$ cat config.mk
export PLATFORM = sky130hd
export DESIGN_NAME = regfile_wb_arbiter_flat
export DESIGN_NICKNAME = d
export VERILOG_FILES = /design/src/rtl/rf_pkg.sv /design/src/rtl/regfile_wb_arbiter_if.sv /design/src/rtl/rr_arbiter.sv /design/src/rtl/regfile_wb_arbiter.sv /design/src/flat_wrapper.sv
export SDC_FILE = /design/constraint.sdc
export NUM_CORES = 1
export LEC_CHECK = 0
export ABC_AREA = 1
export BUFFER_PORTS_ARGS = -buffer_cell sky130_fd_sc_hd__buf_2
export CAP_MARGIN = 20
export CORE_ASPECT_RATIO = 2
export CORE_MARGIN = 2
export CORE_UTILIZATION = 50
export CTS_BUF_LIST = sky130_fd_sc_hd__clkbuf_4
export DETAILED_ROUTE_END_ITERATION = 10
export PLACE_DENSITY = 0.94
export SYNTH_ARGS = -nofsm -noshare
export SYNTH_HDL_FRONTEND = slang
export SYNTH_HIERARCHICAL = 1
export SYNTH_SLANG_ARGS = --single-unit
$ cat constraint.sdc
create_clock -name clk -period 3.16 [get_ports clk]
set_input_delay 0.474 -clock clk [delete_from_list [all_inputs] [get_ports clk]]
set_output_delay 0.474 -clock clk [all_outputs]
set_load 0.05 [all_outputs]
$ cat src/rtl/rf_pkg.sv
// rf_pkg
//   Shared register-file constants and the write-back arbiter state type.
//   RF_ADDR_W   : register address width (32 registers)
//   RF_DATA_W   : register data width
//   RF_NUM_REGS : number of registers in the integer file
//   wb_state_t  : write-back arbiter states (INIT clear sequence, RUN)
package rf_pkg;

  localparam int RF_ADDR_W   = 5;
  localparam int RF_DATA_W   = 32;
  localparam int RF_NUM_REGS = 32;

  typedef enum logic [0:0] {
    WB_INIT = 1'b0,
    WB_RUN  = 1'b1
  } wb_state_t;

endpackage

$ cat src/rtl/regfile_wb_arbiter_if.sv
// regfile_wb_arbiter_if
//   Write-back request bus shared by NUM_REQ requesters.
//   req_valid : requester i has a write pending (bit i)
//   req_ready : requester i write accepted this cycle (bit i, one-hot)
//   req_addr  : destination register of requester i (slice i)
//   req_data  : write data of requester i (slice i)
//   master    : requester side; slave : arbiter side
interface regfile_wb_arbiter_if
  import rf_pkg::*;
#(
  parameter int NUM_REQ = 3,
  parameter int ADDR_W  = RF_ADDR_W,
  parameter int DATA_W  = RF_DATA_W
) ();

  logic [NUM_REQ-1:0]        req_valid;
  logic [NUM_REQ-1:0]        req_ready;
  logic [NUM_REQ*ADDR_W-1:0] req_addr;
  logic [NUM_REQ*DATA_W-1:0] req_data;

  modport master (
    output req_valid,
    output req_addr,
    output req_data,
    input  req_ready
  );

  modport slave (
    input  req_valid,
    input  req_addr,
    input  req_data,
    output req_ready
  );

endinterface

$ cat src/rtl/rr_arbiter.sv
// rr_arbiter
//   Purely combinational round-robin pick. The search starts at index ptr and
//   wraps modulo NUM_REQ; the first requesting index wins.
//   req   : request vector
//   ptr   : index with highest priority this cycle (must be < NUM_REQ)
//   grant : one-hot winner, all-zero when req is zero
module rr_arbiter #(
  parameter int NUM_REQ = 3,
  parameter int PTR_W   = $clog2(NUM_REQ)
) (
  input  logic [NUM_REQ-1:0] req,
  input  logic [PTR_W-1:0]   ptr,
  output logic [NUM_REQ-1:0] grant
);

  localparam logic [NUM_REQ-1:0] ONE = NUM_REQ'(1);

  logic [NUM_REQ-1:0] rot_req;
  logic [NUM_REQ-1:0] rot_pick;

  // Rotate so that index ptr lands at bit 0, isolate the lowest set bit with
  // the two's-complement trick, then rotate the winner back into place.
  assign rot_req  = NUM_REQ'({req, req} >> ptr);
  assign rot_pick = rot_req & (~rot_req + ONE);
  assign grant    = NUM_REQ'(({rot_pick, rot_pick} << ptr) >> NUM_REQ);

endmodule

$ cat src/rtl/regfile_wb_arbiter.sv
// regfile_wb_arbiter
//   Owns the single write port of the integer register file. After reset it
//   clears x1..x(NUM_REGS-1) (when INIT_CLEAR=1), then shares the write port
//   round-robin among NUM_REQ write-back requesters. The selected write is
//   registered, so the file sees it one cycle after the handshake.
//   clk       : clock, all state on the rising edge
//   reset     : synchronous, active-high
//   wb        : requester bus (slave side): req_valid/req_ready/req_addr/req_data
//   rf_we     : register file write enable
//   rf_waddr  : register file write address
//   rf_wdata  : register file write data
//   init_done : high once the clear sequence has finished
module regfile_wb_arbiter
  import rf_pkg::*;
#(
  parameter int NUM_REQ    = 3,
  parameter int ADDR_W     = RF_ADDR_W,
  parameter int DATA_W     = RF_DATA_W,
  parameter int NUM_REGS   = RF_NUM_REGS,
  parameter int INIT_CLEAR = 1
) (
  input  logic              clk,
  input  logic              reset,
  regfile_wb_arbiter_if.slave wb,
  output logic              rf_we,
  output logic [ADDR_W-1:0] rf_waddr,
  output logic [DATA_W-1:0] rf_wdata,
  output logic              init_done
);

  localparam int               PTR_W     = $clog2(NUM_REQ);
  localparam logic [0:0]       ST_INIT   = WB_INIT;
  localparam logic [0:0]       ST_RUN    = WB_RUN;
  localparam logic [ADDR_W-1:0] LAST_ADDR = ADDR_W'(NUM_REGS - 1);
  localparam logic [PTR_W-1:0] LAST_REQ  = PTR_W'(NUM_REQ - 1);

  logic [0:0]        state_reg;
  logic [ADDR_W-1:0] init_cnt_reg;
  logic [PTR_W-1:0]  rr_ptr_reg;
  logic              rf_we_reg;
  logic [ADDR_W-1:0] rf_waddr_reg;
  logic [DATA_W-1:0] rf_wdata_reg;
  logic              init_done_reg;

  logic [ADDR_W-1:0] addr_arr [NUM_REQ];
  logic [DATA_W-1:0] data_arr [NUM_REQ];

  logic [NUM_REQ-1:0] grant;
  logic               run_active;
  logic               transfer;
  logic [PTR_W-1:0]   grant_idx;
  logic [PTR_W-1:0]   rr_ptr_next;
  logic [ADDR_W-1:0]  sel_addr;
  logic [DATA_W-1:0]  sel_data;

  genvar gi;
  generate
    for (gi = 0; gi < NUM_REQ; gi++) begin : g_slice
      assign addr_arr[gi] = wb.req_addr[gi*ADDR_W +: ADDR_W];
      assign data_arr[gi] = wb.req_data[gi*DATA_W +: DATA_W];
    end
  endgenerate

  rr_arbiter #(
    .NUM_REQ (NUM_REQ),
    .PTR_W   (PTR_W)
  ) u_rr_arbiter (
    .req   (wb.req_valid),
    .ptr   (rr_ptr_reg),
    .grant (grant)
  );

  // Reset is folded in so no requester sees an acceptance that the reset
  // edge is about to discard.
  assign run_active   = (state_reg == ST_RUN) && !reset;
  assign wb.req_ready = run_active ? grant : '0;
  assign transfer     = run_active && (|grant);

  // Grant is one-hot, so OR-ing masked slices is a clean mux.
  always_comb begin
    grant_idx = '0;
    sel_addr  = '0;
    sel_data  = '0;
    for (int i = 0; i < NUM_REQ; i++) begin
      if (grant[i]) begin
        grant_idx = PTR_W'(i);
      end
      sel_addr = sel_addr | (addr_arr[i] & {ADDR_W{grant[i]}});
      sel_data = sel_data | (data_arr[i] & {DATA_W{grant[i]}});
    end
  end

  assign rr_ptr_next = (grant_idx == LAST_REQ) ? '0 : grant_idx + PTR_W'(1);

  always_ff @(posedge clk) begin
    if (reset) begin
      state_reg     <= ST_INIT;
      init_cnt_reg  <= ADDR_W'(1);
      rr_ptr_reg    <= '0;
      rf_we_reg     <= 1'b0;
      rf_waddr_reg  <= '0;
      rf_wdata_reg  <= '0;
      init_done_reg <= 1'b0;
    end else begin
      case (state_reg)
        ST_INIT: begin
          if (INIT_CLEAR != 0) begin
            // x0 is hardwired zero, so the sweep starts at x1.
            rf_we_reg    <= 1'b1;
            rf_waddr_reg <= init_cnt_reg;
            rf_wdata_reg <= '0;
            init_cnt_reg <= init_cnt_reg + ADDR_W'(1);
            if (init_cnt_reg == LAST_ADDR) begin
              state_reg     <= ST_RUN;
              init_done_reg <= 1'b1;
            end
          end else begin
            rf_we_reg     <= 1'b0;
            state_reg     <= ST_RUN;
            init_done_reg <= 1'b1;
          end
        end
        default: begin
          if (transfer) begin
            rr_ptr_reg <= rr_ptr_next;
            // Writes to x0 complete the handshake but never reach the file.
            if (sel_addr != '0) begin
              rf_we_reg    <= 1'b1;
              rf_waddr_reg <= sel_addr;
              rf_wdata_reg <= sel_data;
            end else begin
              rf_we_reg <= 1'b0;
            end
          end else begin
            rf_we_reg <= 1'b0;
          end
        end
      endcase
    end
  end

  assign rf_we     = rf_we_reg;
  assign rf_waddr  = rf_waddr_reg;
  assign rf_wdata  = rf_wdata_reg;
  assign init_done = init_done_reg;

endmodule
$ cat src/flat_wrapper.sv
// flat-port wrapper written by rule: the top's interface ports become plain ports
module regfile_wb_arbiter_flat import rf_pkg::*;
#(
  parameter int NUM_REQ    = 3,
  parameter int ADDR_W     = RF_ADDR_W,
  parameter int DATA_W     = RF_DATA_W,
  parameter int NUM_REGS   = RF_NUM_REGS,
  parameter int INIT_CLEAR = 1
)
  (clk, reset, rf_we, rf_waddr, rf_wdata, init_done, wb_req_valid, wb_req_addr, wb_req_data, wb_req_ready);
  regfile_wb_arbiter_if #(.NUM_REQ(NUM_REQ), .ADDR_W(ADDR_W), .DATA_W(DATA_W)) wb_i ();
  input  logic clk;
  input  logic reset;
  output logic rf_we;
  output logic [ADDR_W-1:0] rf_waddr;
  output logic [DATA_W-1:0] rf_wdata;
  output logic init_done;
  input wire logic [$bits(wb_i.req_valid)-1:0] wb_req_valid;
  input wire logic [$bits(wb_i.req_addr)-1:0] wb_req_addr;
  input wire logic [$bits(wb_i.req_data)-1:0] wb_req_data;
  output wire logic [$bits(wb_i.req_ready)-1:0] wb_req_ready;
  assign wb_i.req_valid = wb_req_valid;
  assign wb_i.req_addr = wb_req_addr;
  assign wb_i.req_data = wb_req_data;
  assign wb_req_ready = wb_i.req_ready;
  regfile_wb_arbiter #(.NUM_REQ(NUM_REQ), .ADDR_W(ADDR_W), .DATA_W(DATA_W), .NUM_REGS(NUM_REGS), .INIT_CLEAR(INIT_CLEAR)) u_core (.clk(clk), .reset(reset), .wb(wb_i), .rf_we(rf_we), .rf_waddr(rf_waddr), .rf_wdata(rf_wdata), .init_done(init_done));
endmodule
==> impl_metrics.toml, run 1 <==
[status]
run_status = "finished clean"

[clock_network]
clk_root_buffer_cell = "clkbuf_4"
tritoncts_clock_tree = "yes"
clock_edge_transition_at_the_registers_on_the_reported_setup_and_hold_paths_ns = 0.12
numCtsBuffers = 5
clock_tree.buffer_depth = 2
post_cts_resized = 1
post_cts_buffers = 0
clkSinkCount = 47
cts_htree_levels = 2
clk-insertion-delay-late_ns = 0.35
cts.hold.buffers_added = 0

[critical_path]
regToRegSetupSlack_ns = 0.56
crit-reg2reg-launch = "u_core/rr_ptr_reg[1]$_SDFFE_PP0P_"
end_kind = "primary output"
critical_path_peak_fanout = 19
critPathLaunch = "u_core/rr_ptr_reg[1]$_SDFFE_PP0P_"
timing.setup.critical_path_class = "reg -> out"
worstSetupStartpointType = "flop"
cp_data_required_time_ns = 2.69
timing.critical_path.arrival_ns = 2.33

[sta]
final_period_minus_worst_setup_slack_ns = 2.81
setup-tns-final_ns = 0
grt_setup_unrepaired = "false"
final_hold_viol_count = 0
min_period_over_period = 0.888
worst_clock_skew_ns = 0.0101
worst_pin_slew_ns = 0.843
slew_headroom = 0.438
final-max-slew-violation-count = 0
timing.fmax_mhz = 356
setup_viol_count_final = 0

[floorplanning]
boundaryPins = 158
die_w_um = 57.2
die_height_um = 110
initial_utilization = 0.518
rows = 38
floorplan.die_area_mm2 = 0.00632
fp.coreArea_mm2 = 0.00547

[logic_synthesis]
synth.largest_area_cell = "dfxtp_1"
synthesis.nets = 553
synthesis.area_per_instance_um2 = 6.51
synth.yosys.seq_area_share = 0.332
post_synthesis_cell_type_count = 30
yosys-top-cells-area = "dfxtp_1, nand2_1, nor2_1, nand3_1, o21ai_0"
synth_area_mm2 = 0.00283
synth_warnings = 6
share_of_yosys_cell_area_claimed_by_the_top_area_cell_type = 0.332
ffs_latches_synth = 47
synthesis.instances = 435

[routing]
drc = 0
ant_nets = 0
first_iter_violations = 136
wirelength_mm = 8.21
post_drt_wl_per_cell_um = 12.8
num_vias = 3275
route.detailed.vias_per_inst = 5.12
firstDrtPassIters = 4

[global_route]
grt_antenna_before_repair = 0
grt_use_total = 0.256
grt_first_pass_wirelength_mm = 13.2
grt_pass1_vias = 3100
grt_start_max_net_pins = 33
final_global_route_overflow_total = 0

[placement]
port-buffer-count = 157
gp_congestion = 0.851
detail_placement_hpwl_mm = 6.51
placement.cell_area_mm2 = 0.00357

[layout]
max_ffs_per_register = 32
post_route_cells_drive_above_1_share = 0.360
antenna-diode-count = 0
final_nets = 698
area_delta_synth_final_pct = 28.7
finish.instance_area_mm2 = 0.00365

[pwr]
vdd_drop_max_uv = 303
total_leakage_power_nw = 1.84
powerDensity_mw_per_mm2 = 321

[flow_run]
max_cap_violations = 0

[worst_hold_path]
timing.hold.worst.class = "in -> reg"
holdCritStartpoint = "wb_req_data[36]"
-- final cells by class --
cell class	instances	area, µm²
flip-flops and latches	47	942
well taps	60	75.1
multi-input cells	333	1590
inverters	27	114
fillers	487	1820
repair buffers	166	853
clock buffers	6	45.0
clock inverters	1	30.0
-- per-stage QoR --
stage               total power [mW]  hold WS (ns)  utilization  setup slack [ns]  instances
floorplan                      0.735         0.422            -             0.813        435
global placement               0.826         0.434        0.653             0.439        633
detailed placement             0.832         0.447        0.653             0.300        633
CTS                             1.18         0.396        0.667             0.218        640
global route                    1.24         0.405        0.667             0.122        640
finish                          1.17         0.420        0.667             0.353        640
-- final timing paths --
path	endpoint	cells after the start
max	wb_req_ready[1]	9
min	u_core/rf_wdata[4]$_SDFFE_PP0P_	3
max reg2reg	u_core/rf_wdata[19]$_SDFFE_PP0P_	17
min reg2reg	u_core/init_cnt_reg[3]$_SDFFE_PP0N_	1
-- critical path: stages, from the launching register on --
cell and delay (ns):
dfxtp_1 0.56, inv_2 0.14, nand3_2 0.11, nand3_1 0.09
nand2_1 0.10, nand2_1 0.06, nand2_2 0.30, inv_1 0.15
nor2_1 0.19, buf_2 0.29
-- power breakdown --
part,total [mW],internal (mW),switching [mW],leakage (nW)
registers,0.606,0.601,0.00500,0.381
clock network,0.351,0.172,0.179,0.0417
logic,0.214,0.0979,0.116,1.42
total,1.17,0.870,0.300,1.84
-- synthesized netlist by cell type (all sizes together) --
cell type    n
nand2      146
nor2        61
nand3       53
dfxtp       47
o21ai       36
inv         27
a21oi       20
buf         16
clkbuf      12
nor3         5
a22o         4
ha           2
o2111ai      2
a31oi        1
nand4        1
o21a         1
xor2         1
-- kinds of logic after synthesis --
family | Yosys count | synth area share
compound gates | 64 | 0.136
xor+xnor | 1 | 0.00309
fa+ha+maj | 2 | 0.00883
buf+inv | 55 | 0.108
flops | 47 | 0.332
simple gates | 266 | 0.412
-- cell usage in the layout, fill, tap and decap left out, drive strengths merged --
cell / synthesis / layout
buf: 16 / 166
nand2: 146 / 146
nor2: 61 / 61
nand3: 53 / 53
dfxtp: 47 / 47
o21ai: 36 / 36
inv: 27 / 27
a21oi: 20 / 20
clkbuf: 12 / 6
nor3: 5 / 5
a22o: 4 / 4
ha: 2 / 2
o2111ai: 2 / 2
bufinv: 0 / 1
xor2: 1 / 1
a31oi: 1 / 1
o21a: 1 / 1
nand4: 1 / 1
-- metal layers --
metal,vias up,routed length [µm],track usage
li1,1682,-,-
met1,1434,3010,0.267
met2,135,4510,0.477
met3,24,444,0.0445
met4,0,242,0.110
met5,-,0,0
(Power assumes the default switching activity.)
==> inputs of run 2 (changes only) <==
--- a/config.mk
+++ b/config.mk
@@ -10,10 +10,9 @@
 export CAP_MARGIN = 20
 export CORE_ASPECT_RATIO = 2
 export CORE_MARGIN = 2
-export CORE_UTILIZATION = 50
-export CTS_BUF_LIST = sky130_fd_sc_hd__clkbuf_4
+export CORE_UTILIZATION = 45
 export DETAILED_ROUTE_END_ITERATION = 10
-export PLACE_DENSITY = 0.94
+export PLACE_DENSITY = 0.86
 export SYNTH_ARGS = -nofsm -noshare
 export SYNTH_HDL_FRONTEND = slang
 export SYNTH_HIERARCHICAL = 1
==> constraint.sdc (replaced) <==
create_clock -name clk -period 2.8 [get_ports clk]
set_input_delay 0.42 -clock clk [delete_from_list [all_inputs] [get_ports clk]]
set_output_delay 0.42 -clock clk [all_outputs]
set_load 0.05 [all_outputs]
==> run 2 against run 1 <==
Against the previous run: sequential cell count did not move; power rose by 33%; die area rose by 11%; clock-buffer cell count rose by 1; cell count rose by 3.6%; clock power rose by 79%; first-iteration DRC count fell by 0.74%; critical path type unchanged; largest cell class unchanged.
==> impl_metrics.toml, run 2 (synthesis gave the netlist of run 1 again) <==
[status]
run_status = "finished clean"

[clock_network]
cts_htree_levels = 2
clock_edge_transition_at_the_registers_on_the_reported_setup_and_hold_paths_ns = 0.06
clk-insertion-delay-late_ns = 0.29
tritoncts_clock_tree = "yes"
clock_tree.buffer_depth = 2
clk_root_buffer_cell = "clkbuf_16"
numCtsBuffers = 5
clkSinkCount = 47

[global_route]
grt_first_pass_wirelength_mm = 13.4
final_global_route_overflow_total = 0
globalRouteMet2Util = 0.465
grt_pass1_vias = 3282
grt_use_total = 0.246
grt_start_max_net_pins = 33
grt_most_used_layer = "met2"
grt.met3_usage = 0.0399
gr-usage-met1 = 0.237
grt_antenna_before_repair = 0

[pwr]
vdd_drop_max_uv = 359
p_seq_frac = 0.440
power_frac_comb = 0.156
clock_power_share = 0.404
design_power_total_mw = 1.55
switchingPower_uw = 388
total_leakage_power_nw = 1.86
powerDensity_mw_per_mm2 = 414
power_switching_share = 0.250
internal_power_mw = 1.17

[sta]
timing.fmax_mhz = 385
final_hold_viol_count = 0
grt_setup_unrepaired = "false"
final_period_minus_worst_setup_slack_ns = 2.60
setup_viol_count_final = 0
final_critical_path_setup_slack_ns = 0.200
worst_pin_slew_ns = 0.670
worst_clock_skew_ns = 0.00469
setup-tns-final_ns = 0
min_period_over_period = 0.929
slew_headroom = 0.553
final-max-slew-violation-count = 0
timing.hold.ws_ns = 0.444

[placement]
dpl_worst_slack_ns = -0.0453
detail_placement_hpwl_mm = 6.59
port-buffer-count = 157
gp_congestion = 0.886
dp.cells = 655
placement.cell_area_mm2 = 0.00358

[layout]
area_delta_synth_final_pct = 32.5
post_layout_nonfiller_instances = 663
finish.instance_area_mm2 = 0.00375
antenna-diode-count = 0
commonest_non_fill_non_tap_cells_in_the_layout = "buf_2, nand2_1, nor2_1, dfxtp_1, nand3_1"
max_ffs_per_register = 32
post_route_cells_drive_above_1_share = 0.363
n_fill_cell = 576
final_common_cell = "buf_2"
final_util = 0.620
final_nets = 696

[critical_path]
critical_path_peak_fanout = 10
end_kind = "primary output"
cp_data_required_time_ns = 2.38
worstSetupStartpointType = "flop"
timing.setup.critical_path_class = "reg -> out"
timing.critical_path.arrival_ns = 2.18

[routing]
post_drt_wl_per_cell_um = 12.8
firstDrtPassIters = 4
route.detailed.vias_per_inst = 5.08
ant_nets = 0
wirelength_mm = 8.48
num_vias = 3371
first_iter_violations = 135
drc = 0

[floorplanning]
die_w_um = 60.1
initial_utilization = 0.468
boundaryPins = 158
rows = 40
die_height_um = 116
floorplan.die_area_mm2 = 0.00699
fp.coreArea_mm2 = 0.00606

[worst_hold_path]
timing.hold.worst.class = "in -> reg"

[flow_run]
max_cap_violations = 0
## run 2: changes by cell type in the layout (fill, tap and decap cells not counted), sizes merged
cell | previous run | this run
buf | 166 | 164
bufinv | 1 | 0
clkbuf | 6 | 7
clkinvlp | 0 | 1
## run 2: repair_timing
action / CTS / global route
gates resized for setup: 2 / 3
hold endpoints to repair: 0 / 0
endpoints found under the setup margin: 27 / 36
buffers inserted: 0 / 0
hold buffers: 0 / 0
## run 2: final cells by class
type                       count  area [µm²]  area share
clock inverter                 1        7.51     0.00200
timing repair buffer         164         838       0.223
multi-input combinational    333        1590       0.424
clock buffer                   7         153      0.0407
inverter                      27         116      0.0310
sequential                    47         943       0.251
tap                           84         105      0.0280
## run 2: routing by layer
layer / wire [µm] / vias up
li1: - / 1680
met1: 3010 / 1510
met2: 4710 / 148
met3: 392 / 33
met4: 359 / 0
met5: 0 / -
## run 2: critical path, stage by stage, from the launching register on
cell     delay, ns
dfxtp_2       0.47
inv_8         0.07
nand2_4       0.07
nand3_2       0.08
nand2_1       0.09
nand3_1       0.09
nand2_1       0.10
nand2_1       0.06
nand2_1       0.24
inv_1         0.14
nor2_1        0.20
buf_2         0.30
## run 2: final timing paths
| kind | start | to | slack (ns) | cells past startpoint |
|---|---|---|---|---|
| setup / recovery | u_core/rr_ptr_reg[0]$_SDFFE_PP0P_ | wb_req_ready[1] | 0.20 | 11 |
| setup reg to reg | u_core/rr_ptr_reg[0]$_SDFFE_PP0P_ | u_core/rf_wdata[10]$_SDFFE_PP0P_ | 0.30 | 16 |
| hold / removal | wb_req_data[41] | u_core/rf_wdata[9]$_SDFFE_PP0P_ | 0.44 | 3 |
| hold reg to reg | u_core/init_done$_SDFFE_PP0P_ | u_core/init_done$_SDFFE_PP0P_ | 0.46 | 2 |
## run 2: power groups by stage
stage                     clock network [mW]  registers [mW]  logic [mW]
after floorplan                            0           0.712       0.117
final                                  0.627           0.684       0.242
after detailed placement                   0           0.698       0.239
after global routing                   0.669           0.684       0.267
after global placement                     0           0.698       0.234
after CTS                              0.642           0.684       0.240
==> inputs of run 3 (changes only) <==
--- a/config.mk
+++ b/config.mk
@@ -8,9 +8,11 @@
 export ABC_AREA = 1
 export BUFFER_PORTS_ARGS = -buffer_cell sky130_fd_sc_hd__buf_2
 export CAP_MARGIN = 20
+export CELL_PAD_IN_SITES_DETAIL_PLACEMENT = 0
+export CELL_PAD_IN_SITES_GLOBAL_PLACEMENT = 2
 export CORE_ASPECT_RATIO = 2
 export CORE_MARGIN = 2
-export CORE_UTILIZATION = 45
+export CORE_UTILIZATION = 22
 export DETAILED_ROUTE_END_ITERATION = 10
 export PLACE_DENSITY = 0.86
 export SYNTH_ARGS = -nofsm -noshare
==> run 3 against run 2 <==
Against the previous run: worst hold slack worse by 0.011 ns; largest power group unchanged; critical path depth unchanged; non-clock buffer count up 3; die area up 98%.
==> impl_metrics.toml, run 3 (synthesis gave the netlist of run 1 again) <==
[layout]
area_delta_synth_final_pct = 36.8
final_nets = 699
final_common_cell = "buf_2"
finish.instance_area_mm2 = 0.00388
max_ffs_per_register = 32
commonest_non_fill_non_tap_cells_in_the_layout = "buf_2, nand2_1, nor2_1, dfxtp_1, nand3_1"
post_route_cells_drive_above_1_share = 0.365
antenna-diode-count = 0
post_layout_nonfiller_instances = 731
final_util = 0.309

[global_route]
grt_use_total = 0.141
grt.met3_usage = 0.0170
grt_start_max_net_pins = 39
final_global_route_overflow_total = 0
gr-usage-met1 = 0.141
globalRouteMet2Util = 0.287
grt_pass1_vias = 3185
grt_first_pass_wirelength_mm = 15.4
grt_most_used_layer = "met2"
grt_antenna_before_repair = 0

[critical_path]
timing.setup.critical_path_class = "reg -> out"
critical_path_peak_fanout = 10
timing.critical_path.arrival_ns = 2.19
end_kind = "primary output"
cp_data_required_time_ns = 2.38
worstSetupStartpointType = "flop"

[routing]
firstDrtPassIters = 4
route.detailed.vias_per_inst = 4.49
ant_nets = 0
num_vias = 3283
drc = 0
wirelength_mm = 9.85
first_iter_violations = 60
post_drt_wl_per_cell_um = 13.5

[floorplanning]
rows = 58
fp.coreArea_mm2 = 0.0126
floorplan.die_area_mm2 = 0.0139
boundaryPins = 158
die_height_um = 165
initial_utilization = 0.226
die_w_um = 84.3

[placement]
port-buffer-count = 157
dpl_worst_slack_ns = 0.0534
gp_congestion = 0.820
detail_placement_hpwl_mm = 8.05
placement.cell_area_mm2 = 0.00370
dp.cells = 724

[pwr]
total_leakage_power_nw = 1.89
powerDensity_mw_per_mm2 = 411
vdd_drop_max_uv = 228

[status]
run_status = "finished clean"

[worst_hold_path]
timing.hold.worst.class = "in -> reg"

[flow_run]
max_cap_violations = 0

[clock_network]
cts_htree_levels = 2
clk_root_buffer_cell = "clkbuf_16"
clock_tree.buffer_depth = 2
clkSinkCount = 47
cts.hold.buffers_added = 0
tritoncts_clock_tree = "yes"
post_cts_buffers = 0
clock_edge_transition_at_the_registers_on_the_reported_setup_and_hold_paths_ns = 0.06
numCtsBuffers = 5
clk-insertion-delay-late_ns = 0.29

[sta]
min_period_over_period = 0.933
worst_clock_skew_ns = 0.00750
final_critical_path_setup_slack_ns = 0.189
grt_setup_unrepaired = "false"
final_period_minus_worst_setup_slack_ns = 2.61
final-max-slew-violation-count = 0
setup_viol_count_final = 0
slew_headroom = 0.778
final_hold_viol_count = 0
setup-tns-final_ns = 0
worst_pin_slew_ns = 0.333
timing.fmax_mhz = 383
[run 3: changes by cell type in the layout (fill, tap and decap cells not counted), sizes merged]
cell and change:
buf +3, clkbuf -2, bufinv +1
[run 3: per-layer routing]
layer  wire [µm]  up-vias
met4         207        0
met3         406        9
met1        3550     1490
li1            -     1685
met2        5680       99
met5           0        -
[run 3: per-stage QoR]
stage	power, mW	hold slack [ns]
2_1_floorplan	0.829	0.422
3_3_place_gp	0.946	0.433
3_5_place_dp	0.946	0.449
4_1_cts	1.62	0.426
5_1_grt	1.68	0.449
6_report	1.59	0.433
[run 3: cell type report]
type                       count  area [µm²]
fill                        1432        8680
multi-input combinational    333        1590
sequential                    47         942
timing repair buffer         167         873
tap                          150         188
clock buffer                   5         125
inverter                      27         116
clock inverter                 2        37.5
[run 3: power breakdown]
group | leakage, nW | total, mW | internal (mW) | switching, mW
Sequential | 0.381 | 0.684 | 0.678 | 0.00597
Clock | 0.0759 | 0.666 | 0.416 | 0.250
Combinational | 1.43 | 0.244 | 0.111 | 0.134
[run 3: repair_timing]
item                       4_1_cts  5_1_grt
pin swaps                        0        0
gates resized for setup          1        5
setup endpoints to repair        3       35
[run 3: final timing paths]
| kind | from | to | slack (ns) | cells after the start |
|---|---|---|---|---|
| setup reg to reg | u_core/rr_ptr_reg[1]$_SDFFE_PP0P_ | u_core/rf_wdata[4]$_SDFFE_PP0P_ | 0.46 | 16 |
| setup / recovery | u_core/rr_ptr_reg[0]$_SDFFE_PP0P_ | wb_req_ready[1] | 0.19 | 11 |
| hold / removal | wb_req_data[42] | u_core/rf_wdata[10]$_SDFFE_PP0P_ | 0.43 | 3 |
| hold reg to reg | u_core/init_cnt_reg[3]$_SDFFE_PP0N_ | u_core/init_cnt_reg[3]$_SDFFE_PP0N_ | 0.46 | 1 |
[run 3: critical path: stages, from the launching register on]
cell	delay, ns
dfxtp_2	0.48
inv_8	0.07
nand2_1	0.08
nand3_1	0.12
nand2_1	0.11
nand3_1	0.06
nand2_1	0.08
nand2_1	0.07
nand2_2	0.19
inv_1	0.12
nor2_1	0.21
buf_2	0.31
